## src/rtl/multicycle_main_control_if.sv

```systemverilog
// Unified-memory request/ready handshake between the main control FSM and memory.
// The controller (master) drives the request, its direction and the address select.
// Memory (slave) answers with mem_ready.
interface multicycle_main_control_if;
  logic mem_req;    // request valid
  logic mem_read;   // read request
  logic mem_write;  // write request
  logic iord;       // address select: 0 = PC, 1 = ALUOut
  logic mem_ready;  // write accepted / read data returned this cycle

  modport master (
    output mem_req, mem_read, mem_write, iord,
    input  mem_ready
  );

  modport slave (
    input  mem_req, mem_read, mem_write, iord,
    output mem_ready
  );
endinterface

```

## src/rtl/multicycle_main_control.sv

```systemverilog
// Moore main control FSM for the multicycle RV32 datapath.
// Each instruction runs through fetch, decode, execute, memory and writeback.
// Memory accesses use a ready handshake on a single unified memory.
// aluop to the ALU-control decoder: 00 = add, 01 = subtract, 10 = use funct7/funct3.
// Optional feature (macro MC_PERF_COUNTERS_EN) adds two 32-bit counters:
//   cycle_count counts active cycles; instret counts retired instructions.
module multicycle_main_control #(
  parameter bit RESET_STATE_FETCH = 1'b1  // 1: reset into FETCH, 0: reset into IDLE and wait for start
) (
  input  logic       clk,
  input  logic       reset,               // synchronous, active-high
  input  logic       start,
  input  logic [6:0] opcode,
  input  logic [2:0] funct3,
  multicycle_main_control_if.master mem,
  output logic       ir_write,
  output logic       pc_write,
  output logic       pc_write_cond,
  output logic       branch_ne,
  output logic       pc_src,
  output logic [1:0] alu_src_a,
  output logic [1:0] alu_src_b,
  output logic [1:0] aluop,
  output logic       reg_write,
  output logic [1:0] mem_to_reg,
  output logic       illegal_instr,
  output logic [3:0] state_o
`ifdef MC_PERF_COUNTERS_EN
  ,
  output logic [31:0] cycle_count,
  output logic [31:0] instret
`endif
);

  typedef enum logic [3:0] {
    S_IDLE      = 4'd0,
    S_FETCH     = 4'd1,
    S_DECODE    = 4'd2,
    S_MEM_ADDR  = 4'd3,
    S_MEM_READ  = 4'd4,
    S_MEM_WB    = 4'd5,
    S_MEM_WRITE = 4'd6,
    S_EXEC_R    = 4'd7,
    S_EXEC_I    = 4'd8,
    S_ALU_WB    = 4'd9,
    S_BRANCH    = 4'd10,
    S_JAL       = 4'd11,
    S_TRAP      = 4'd12
  } state_t;

  localparam state_t RESET_STATE = RESET_STATE_FETCH ? S_FETCH : S_IDLE;

  state_t r_state;
  state_t w_next;
  logic   w_branch_ok;  // funct3 names a supported branch (beq/bne)

  assign w_branch_ok = (funct3 == 3'b000) || (funct3 == 3'b001);
  assign state_o     = r_state;

  // State register; reset wins over every other input, including a pending handshake.
  always_ff @(posedge clk) begin
    // NOTE: sequential state uses non-blocking assignments so every flop samples pre-edge values.
    if (reset) r_state <= RESET_STATE;
    else       r_state <= w_next;
  end

  // Next-state decode from the current state, opcode, funct3 and memory ready.
  always_comb begin
    // NOTE: default first so every path assigns w_next and no latch is inferred.
    w_next = r_state;
    case (r_state)
      S_IDLE:      if (start) w_next = S_FETCH;
      S_FETCH:     if (mem.mem_ready) w_next = S_DECODE;
      S_DECODE: begin
        case (opcode)
          7'b0000011, 7'b0100011: w_next = S_MEM_ADDR;
          7'b0110011:             w_next = S_EXEC_R;
          7'b0010011:             w_next = S_EXEC_I;
          7'b1100011:             w_next = S_BRANCH;
          7'b1101111:             w_next = S_JAL;
          default:                w_next = S_TRAP;
        endcase
      end
      S_MEM_ADDR:  w_next = opcode[5] ? S_MEM_WRITE : S_MEM_READ;
      S_MEM_READ:  if (mem.mem_ready) w_next = S_MEM_WB;
      S_MEM_WB:    w_next = S_FETCH;
      S_MEM_WRITE: if (mem.mem_ready) w_next = S_FETCH;
      S_EXEC_R:    w_next = S_ALU_WB;
      S_EXEC_I:    w_next = S_ALU_WB;
      S_ALU_WB:    w_next = S_FETCH;
      S_BRANCH:    w_next = w_branch_ok ? S_FETCH : S_TRAP;
      S_JAL:       w_next = S_FETCH;
      S_TRAP:      w_next = S_TRAP;  // only reset leaves the trap
      default:     w_next = S_TRAP;  // unused encodings are treated as a fault
    endcase
  end

  // Moore outputs. Only FETCH looks at mem_ready and only BRANCH looks at funct3.
  // The request, its direction and iord depend on state alone, so they hold steady
  // until the handshake completes.
  always_comb begin
    mem.mem_req   = 1'b0;
    mem.mem_read  = 1'b0;
    mem.mem_write = 1'b0;
    mem.iord      = 1'b0;
    ir_write      = 1'b0;
    pc_write      = 1'b0;
    pc_write_cond = 1'b0;
    branch_ne     = 1'b0;
    pc_src        = 1'b0;
    alu_src_a     = 2'b00;
    alu_src_b     = 2'b00;
    aluop         = 2'b00;
    reg_write     = 1'b0;
    mem_to_reg    = 2'b00;
    illegal_instr = 1'b0;
    case (r_state)
      S_FETCH: begin
        mem.mem_req  = 1'b1;
        mem.mem_read = 1'b1;
        alu_src_b    = 2'b01;           // PC + 4
        ir_write     = mem.mem_ready;
        pc_write     = mem.mem_ready;
      end
      S_DECODE: begin
        alu_src_a = 2'b01;              // old_pc + imm: branch/jump target into ALUOut
        alu_src_b = 2'b10;
      end
      S_MEM_ADDR: begin
        alu_src_a = 2'b10;
        alu_src_b = 2'b10;
      end
      S_MEM_READ: begin
        mem.mem_req  = 1'b1;
        mem.mem_read = 1'b1;
        mem.iord     = 1'b1;
      end
      S_MEM_WB: begin
        reg_write  = 1'b1;
        mem_to_reg = 2'b01;
      end
      S_MEM_WRITE: begin
        mem.mem_req   = 1'b1;
        mem.mem_write = 1'b1;
        mem.iord      = 1'b1;
      end
      S_EXEC_R: begin
        alu_src_a = 2'b10;
        aluop     = 2'b10;
      end
      S_EXEC_I: begin
        alu_src_a = 2'b10;
        alu_src_b = 2'b10;
      end
      S_ALU_WB:  reg_write = 1'b1;
      S_BRANCH: begin
        alu_src_a     = 2'b10;
        aluop         = 2'b01;
        pc_src        = 1'b1;
        pc_write_cond = w_branch_ok;    // no PC update on an unsupported funct3
        branch_ne     = w_branch_ok & funct3[0];
      end
      S_JAL: begin
        reg_write  = 1'b1;
        mem_to_reg = 2'b10;
        pc_write   = 1'b1;
        pc_src     = 1'b1;
      end
      S_TRAP:    illegal_instr = 1'b1;  // sticky because TRAP is only left by reset
      default: ;
    endcase
  end

`ifdef MC_PERF_COUNTERS_EN
  logic [31:0] r_cycle_count;
  logic [31:0] r_instret;
  logic        w_active;
  logic        w_retire;

  assign w_active = (r_state != S_IDLE) && (r_state != S_TRAP);
  assign w_retire = (w_next == S_FETCH) &&
                    (r_state inside {S_MEM_WB, S_MEM_WRITE, S_ALU_WB, S_BRANCH, S_JAL});

  // Active-cycle and retired-instruction counters; both wrap modulo 2^32.
  always_ff @(posedge clk) begin
    if (reset) begin
      r_cycle_count <= 32'd0;
      r_instret     <= 32'd0;
    end else begin
      if (w_active) r_cycle_count <= r_cycle_count + 32'd1;
      if (w_retire) r_instret     <= r_instret + 32'd1;
    end
  end

  assign cycle_count = r_cycle_count;
  assign instret     = r_instret;
`endif

endmodule

```

## src/flat_wrapper.sv

```systemverilog
// flat-port wrapper written by rule: the top's interface ports become plain ports
module multicycle_main_control_flat 
#(
  parameter bit RESET_STATE_FETCH = 1'b1                                                               
)
  (clk, reset, start, opcode, funct3, ir_write, pc_write, pc_write_cond, branch_ne, pc_src, alu_src_a, alu_src_b, aluop, reg_write, mem_to_reg, illegal_instr, state_o, mem_mem_req, mem_mem_read, mem_mem_write, mem_iord, mem_mem_ready);
  multicycle_main_control_if mem_i ();
  input  logic clk;
  input  logic reset;
  input  logic start;
  input  logic [6:0] opcode;
  input  logic [2:0] funct3;
  output logic ir_write;
  output logic pc_write;
  output logic pc_write_cond;
  output logic branch_ne;
  output logic pc_src;
  output logic [1:0] alu_src_a;
  output logic [1:0] alu_src_b;
  output logic [1:0] aluop;
  output logic reg_write;
  output logic [1:0] mem_to_reg;
  output logic illegal_instr;
  output logic [3:0] state_o;
  output wire logic [$bits(mem_i.mem_req)-1:0] mem_mem_req;
  output wire logic [$bits(mem_i.mem_read)-1:0] mem_mem_read;
  output wire logic [$bits(mem_i.mem_write)-1:0] mem_mem_write;
  output wire logic [$bits(mem_i.iord)-1:0] mem_iord;
  input wire logic [$bits(mem_i.mem_ready)-1:0] mem_mem_ready;
  assign mem_mem_req = mem_i.mem_req;
  assign mem_mem_read = mem_i.mem_read;
  assign mem_mem_write = mem_i.mem_write;
  assign mem_iord = mem_i.iord;
  assign mem_i.mem_ready = mem_mem_ready;
  multicycle_main_control #(.RESET_STATE_FETCH(RESET_STATE_FETCH)) u_core (.clk(clk), .reset(reset), .start(start), .opcode(opcode), .funct3(funct3), .mem(mem_i), .ir_write(ir_write), .pc_write(pc_write), .pc_write_cond(pc_write_cond), .branch_ne(branch_ne), .pc_src(pc_src), .alu_src_a(alu_src_a), .alu_src_b(alu_src_b), .aluop(aluop), .reg_write(reg_write), .mem_to_reg(mem_to_reg), .illegal_instr(illegal_instr), .state_o(state_o));
endmodule
```

## config.mk

```make
export PLATFORM = sky130hd
export DESIGN_NAME = multicycle_main_control_flat
export DESIGN_NICKNAME = d
export VERILOG_FILES = /design/src/rtl/multicycle_main_control_if.sv /design/src/rtl/multicycle_main_control.sv /design/src/flat_wrapper.sv
export SDC_FILE = /design/constraint.sdc
export NUM_CORES = 1
export LEC_CHECK = 0
export CORE_AREA = 2 2 39 41
export DETAILED_ROUTE_END_ITERATION = 16
export DIE_AREA = 0 0 41 43
export DONT_BUFFER_PORTS = 1
export PLACE_DENSITY = 0.7
export SYNTH_ARGS = -nofsm -noshare
export SYNTH_HDL_FRONTEND = slang
export SYNTH_SLANG_ARGS = --single-unit
```

## constraint.sdc

```tcl
create_clock -name clk -period 1.4 [get_ports clk]
set_input_delay 0.14 -clock clk [delete_from_list [all_inputs] [get_ports clk]]
set_output_delay 0.14 -clock clk [all_outputs]
set_load 0.005 [all_outputs]
```

==> results of run 1 <==
-- worst max-delay path: stages (launching register included) --
cell,delay (ns)
dfxtp_2,0.34
or4b_4,0.60
a31o_1,0.23
a21o_1,0.16
a211oi_2,0.16
-- power groups by stage --
stage / logic (mW) / clock network (mW) / registers (mW)
after global routing: 1.74 / 0.161 / 0.249
after floorplan: 0.718 / 0 / 0.230
final: 1.64 / 0.147 / 0.241
after CTS: 1.48 / 0.150 / 0.234
after detailed placement: 1.18 / 0 / 0.212
after global placement: 1.16 / 0 / 0.210
-- kinds of logic after synthesis --
group                  Yosys count  synth area share (%)
DFF                              4                  13.8
and+or+nand+nor                 45                  41.9
buffers and inverters            9                  6.26
AOI/OAI and AO/OA               24                  34.3
muxes                            2                  3.67
-- area by class of cell --
type                    instances  area (µm²)  share of cell area [%]
inverters                       5        18.8                    1.89
well taps                      16        20.0                    2.01
repair buffers                 27         265                    26.7
clock buffers                   3        22.5                    2.26
multi-input cells              71         581                    58.4
flip-flops and latches          4        87.6                    8.81
-- what timing repair did --
| action | CTS | global route |
|---|---|---|
| gates cloned | 2 | 0 |
| resized for setup | 26 | 11 |
| setup buffers | 0 | 2 |
| endpoints found under the hold margin | 4 | 0 |
| pin swaps | 7 | 4 |
| hold buffers | 1 | 0 |
| setup endpoints to repair | 19 | 16 |
-- worst paths after layout --
kind / slack [ns] / from / to
worst min-delay path: 0.15 / opcode[2] / u_core.state_o[1]
worst min register to register: 0.75 / u_core.state_o[3] / u_core.state_o[3]
worst max register to register: -0.16 / u_core.state_o[3] / u_core.state_o[2]
worst max-delay path: -0.16 / u_core.state_o[3] / u_core.state_o[2]
-- through the flow --
| step | setup WS, ns | util [%] | hold WS [ns] |
|---|---|---|---|
| finish | -0.160 | 71.9 | 0.146 |
| global route | -0.204 | 71.9 | 0.156 |
| CTS | -0.138 | 67.3 | 0.145 |
| global placement | -0.122 | 54.8 | 0.200 |
| detailed placement | -0.159 | 54.8 | 0.204 |
| floorplan | -0.0474 | - | 0.199 |
-- routing by layer --
metal | global-route usage [%] | vias up | part of all wire (%)
met5 | 0 | - | 0
met1 | 34.8 | 368 | 41
met4 | 13.3 | 0 | 3.0
met3 | 5.24 | 8 | 7.3
li1 | - | 368 | -
met2 | 37.2 | 34 | 49
-- cells in the final DEF (no fill, tap or decap), types with 2 or more instances in the layout --
cell	synthesis	layout
a21oi_1	3	2
and2_1	3	3
buf_4	0	15
buf_6	0	8
clkbuf_4	0	3
dfxtp_2	0	3
inv_1	5	5
nand2_1	6	6
nand2b_4	0	2
nand3_1	2	2
nor2_1	13	9
nor2_4	0	3
nor3_1	4	2
nor4_1	3	2
o21ai_2	0	2
==> run metrics, run 1 <==
Worst Clk Skew=0.00652 ns; full die area=1760 µm²; initial cell density of the core=between 40% and 50%; initial antenna violation count=0; post-synthesis to final-layout area growth=71.7%; failing checks=negative setup slack; fin crit period=1.56 ns; Max-Cap Viols=0; CTS Buffer Depth=2; period utilization=111%; final hold violations=0; total CTS buffers=3; I/O pin total=37; core area=approximately 1400 µm²; Synth cell types=44; Vias=roughly 780; Clock Root Buffer=clkbuf_4; first-pass GRT wire length=3140 µm; drt first pass iters=4; commonest cells in the netlist=nor2_1, nand2_1, inv_1; Synth top area share=~14%; fmax=641 MHz; number of flops mapped to enable cells by yosys=0; Async SR Flop Fraction=0%; WL/cell=~17 µm; max-slew violation count=0; Pwr Density=2040 nW/µm²; Reg2Reg Depth=4; Pwr Total=~2 mW; Mapped Area=579 µm²; post-DP HPWL=1460 µm; Final nets=about 130; leading area contributor after synthesis=dfxtp_1; NetSw=0.901 mW; # fillers=104; via count of the first global-routing pass=696; main flop type after synthesis=dfxtp_1; crit path max fanout=5; Post-Route WL=between 2000 and 2500 µm; Worst Hold Path Cells=3; GP Congestion=0.918; internal power=1.13 mW; #FFs+latches synth=4; Final WS setup=-0.160 ns; Chip Width=roughly 41 µm; crit end category=flop; design area=995 µm²; Routed Antenna Nets=0; # port buffers=0; htree depth=1; 1st-iter DRT viols=18; CTS sink cnt=4; sequential element share of the synthesized area=13.8%; setup TNS=-0.796 ns; count of final setup violators=11; # rows=14; Leak Pwr=0.417 nW; syn nets=just under 100; DRC Markers=0; max FFs per register=4; share of cells above drive strength 1=between 50% and 60%; Arr. time, crit path=1.72 ns; Clock power frac=about 7.2%; worst ir drop on vdd=0.00116 V; placed cells=118; Crit Path Class=flop to flop; CTS tree=done; die height=about 43 µm; pin count of the biggest net entering global routing=9; Worst-Margin Slew=approximately 0.64 ns; top-count cell post-synth=nor2_1; Avg Cell Area, Syn=6.90 µm²; outcome=complete, but fails checks; Worst Path Required=1.56 ns; gr usage total=25.8%; placed cell areas=758 µm²; top cells by area, synth=dfxtp_1, nor2_1, nand2_1, nor3_1, and2_1; Cell Count, Final, Fillers Out=126; critical path launch point type=flop; combinational share of power=80.9%; RSZ-0062 raised after global routing=true; Worst-Skew Late Latency=0.24 ns; total gr overflow=0; via-per-instance ratio=6.17; Hold Crit Class=input pin to flop; max_slew headroom=56.8%; Switching Share=44.4%; Flop pwr share=a little under an eighth; clk slew on worst S/H paths=0.04 ns; Yosys warnings=0; Mapped Cells=84; # diodes=0
No activity file was read; power rests on OpenSTA's default activity.
==> run 2: changes to the inputs <==
PLACE_DENSITY = 0.68   (was 0.7)
clock period = 1.9 ns   (was 1.4 ns; I/O delays follow)
==> run 2 against run 1 <==
Compared with the run above:
- the flow now finishes without violations
- global-route usage is 4.8 points lower
- sequential power fell by 15%
- setup slack better by 0.34 ns
- non-clock buffer count down 24
- die area unchanged
- cell count decreased by 19%
- utilization decreased by 27 points
- flip-flop and latch count unchanged
- worst hold slack got worse by 0.14 ns
- critical endpoint is now u_core.state_o[3]
- largest cell class unchanged
==> run metrics, run 2 (synthesis results as in run 1) <==
Worst Hold Path Cells=1 (-2); period utilization=90.7% (-21 points); drt first pass iters=4 (unchanged); share of cells above drive strength 1=17.4% (-35 points); DRC Markers=0 (unchanged); Final nets=102 (-19%); count of final setup violators=0 (-11); full die area=1760 µm² (unchanged); Hold Crit Class=input pin to flop; htree depth=1 (unchanged); CP max stage cell=or4b_4; outcome=complete, no violations; via-per-instance ratio=6.27 (+1.6%); RR Startpoint=u_core.state_o[2]; Chip Width=41 µm (unchanged); Pwr Density=1490 nW/µm² (-27%); Post-Route WL=1590 µm (-26%); max_slew headroom=68.9% (+12 points); WL/cell=15.6 µm (-8.3%); most frequent cells in the layout=nor2_1, nand2_1, inv_1, nor3_1, dfxtp_1; 1st-iter DRT viols=13 (-5); clk slew on worst S/H paths=0.05 ns (about the same); RSZ-0062 raised after global routing=false; post-synthesis to final-layout area growth=8.21%; post-DP HPWL=1280 µm (-13%); core area=1380 µm² (unchanged); final hold violations=0 (unchanged); pin count of the biggest net entering global routing=15 (+6); CTS Buffer Depth=2 (unchanged); Crit Path Class=flop to flop; Clock Root Buffer=clkbuf_4; CTS tree=done; total gr overflow=0 (unchanged); GP Congestion=0.850 (-7.4%); R2R Path End=u_core.state_o[3]; total CTS buffers=3 (unchanged); Max-Cap Viols=0 (unchanged); max FFs per register=4 (unchanged); critical path launch point type=flop; setup TNS=0 ns (+0.796 ns); crit-path max cell delay=0.61 ns (about the same); Worst-Margin Slew=0.466 ns (-0.173 ns); crit path max fanout=14 (+9); Routed Antenna Nets=0 (unchanged); fmax=580 MHz (-9.4%); gr usage total=21.0% (-4.8 points); max-slew violation count=0 (unchanged); Hold-fix buffers, CTS=0 (-1); Critical Path, Cell by Cell=or4b_4, a31oi_1, nor4_1, a2111oi_2; origin of the worst min-delay path=reset; Vias=640 (-18%); first-pass GRT wire length=2570 µm (-18%); Hold Slack=0.00952 ns (-0.136 ns); Arr. time, crit path=1.85 ns (+0.13 ns); # rows=14 (unchanged); Worst Clk Skew=0.0139 ns (+0.00735 ns); initial cell density of the core=41.9% (unchanged); post_cts resized=0 (-100%); R2R Setup Slk=0.18 ns (+0.34 ns); commonest non-fill, non-tap cell in the layout=nor2_1; fin crit period=1.72 ns (+0.162 ns); crit end category=flop; via count of the first global-routing pass=605 (-13%); worst ir drop on vdd=0.000736 V (-36%); end point of the worst hold path=u_core.state_o[1]; CTS sink cnt=4 (unchanged); # port buffers=0 (unchanged); Leak Pwr=0.241 nW (-42%); die height=43 µm (unchanged); # diodes=0 (unchanged); Worst Path Required=2.02 ns (+0.46 ns); initial antenna violation count=0 (unchanged); setup bufs post-CTS=0 (unchanged); Reg2Reg Depth=4 (unchanged); Worst-Skew Late Latency=0.24 ns (about the same); # fillers=151 (+45%); I/O pin total=37 (unchanged)
## run 2: stage by stage
step	area (µm²)	std cells	total power, mW	setup WS [ns]	util, %
3_3_place_gp	604	99	0.807	0.177	43.7
4_1_cts	627	102	0.929	0.173	45.3
3_5_place_dp	604	99	0.817	0.197	43.7
5_1_grt	627	102	1.02	0.0503	45.3
6_report	627	102	0.932	0.177	45.3
2_1_floorplan	579	84	0.683	0.397	-
## run 2: per-layer routing
| metal | track usage, % | up-vias | routed length (µm) |
|---|---|---|---|
| met5 | 0 | - | 0 |
| met4 | 9.33 | 0 | 28 |
| met3 | 8.38 | 6 | 128 |
| met2 | 30.6 | 27 | 790 |
| met1 | 26.1 | 288 | 644 |
| li1 | - | 319 | - |
## run 2: critical path: cells and delay by family, from the launching register on
| family | cells | cell delay (ns) |
|---|---|---|
| simple gates | 2 | 0.70 |
| compound gates | 2 | 0.46 |
| flops | 1 | 0.45 |
## run 2: worst max path at each step
stage	startpoint	endpoint	slack (ns)	depth (start not counted)
finish	u_core.state_o[2]	u_core.state_o[3]	0.18	4
global route	u_core.state_o[2]	u_core.state_o[3]	0.05	4
CTS	u_core.state_o[2]	u_core.state_o[3]	0.17	4
floorplan	u_core.state_o[1]	u_core.state_o[3]	0.40	4
detailed placement	u_core.state_o[2]	u_core.state_o[3]	0.20	4
global placement	u_core.state_o[2]	u_core.state_o[3]	0.18	4
## run 2: final cells by class
type	count	area, µm²	share of cell area, %
flip-flops and latches	4	80.1	12.8
well taps	16	20.0	3.19
clock buffers	3	22.5	3.59
repair buffers	3	22.5	3.59
inverters	5	18.8	2.99
multi-input cells	71	463	73.9
## run 2: power breakdown
| group | internal (mW) | total [mW] | switching [mW] |
|---|---|---|---|
| clock network | 0.0709 | 0.109 | 0.0384 |
| registers | 0.118 | 0.205 | 0.0870 |
| logic | 0.265 | 0.618 | 0.353 |
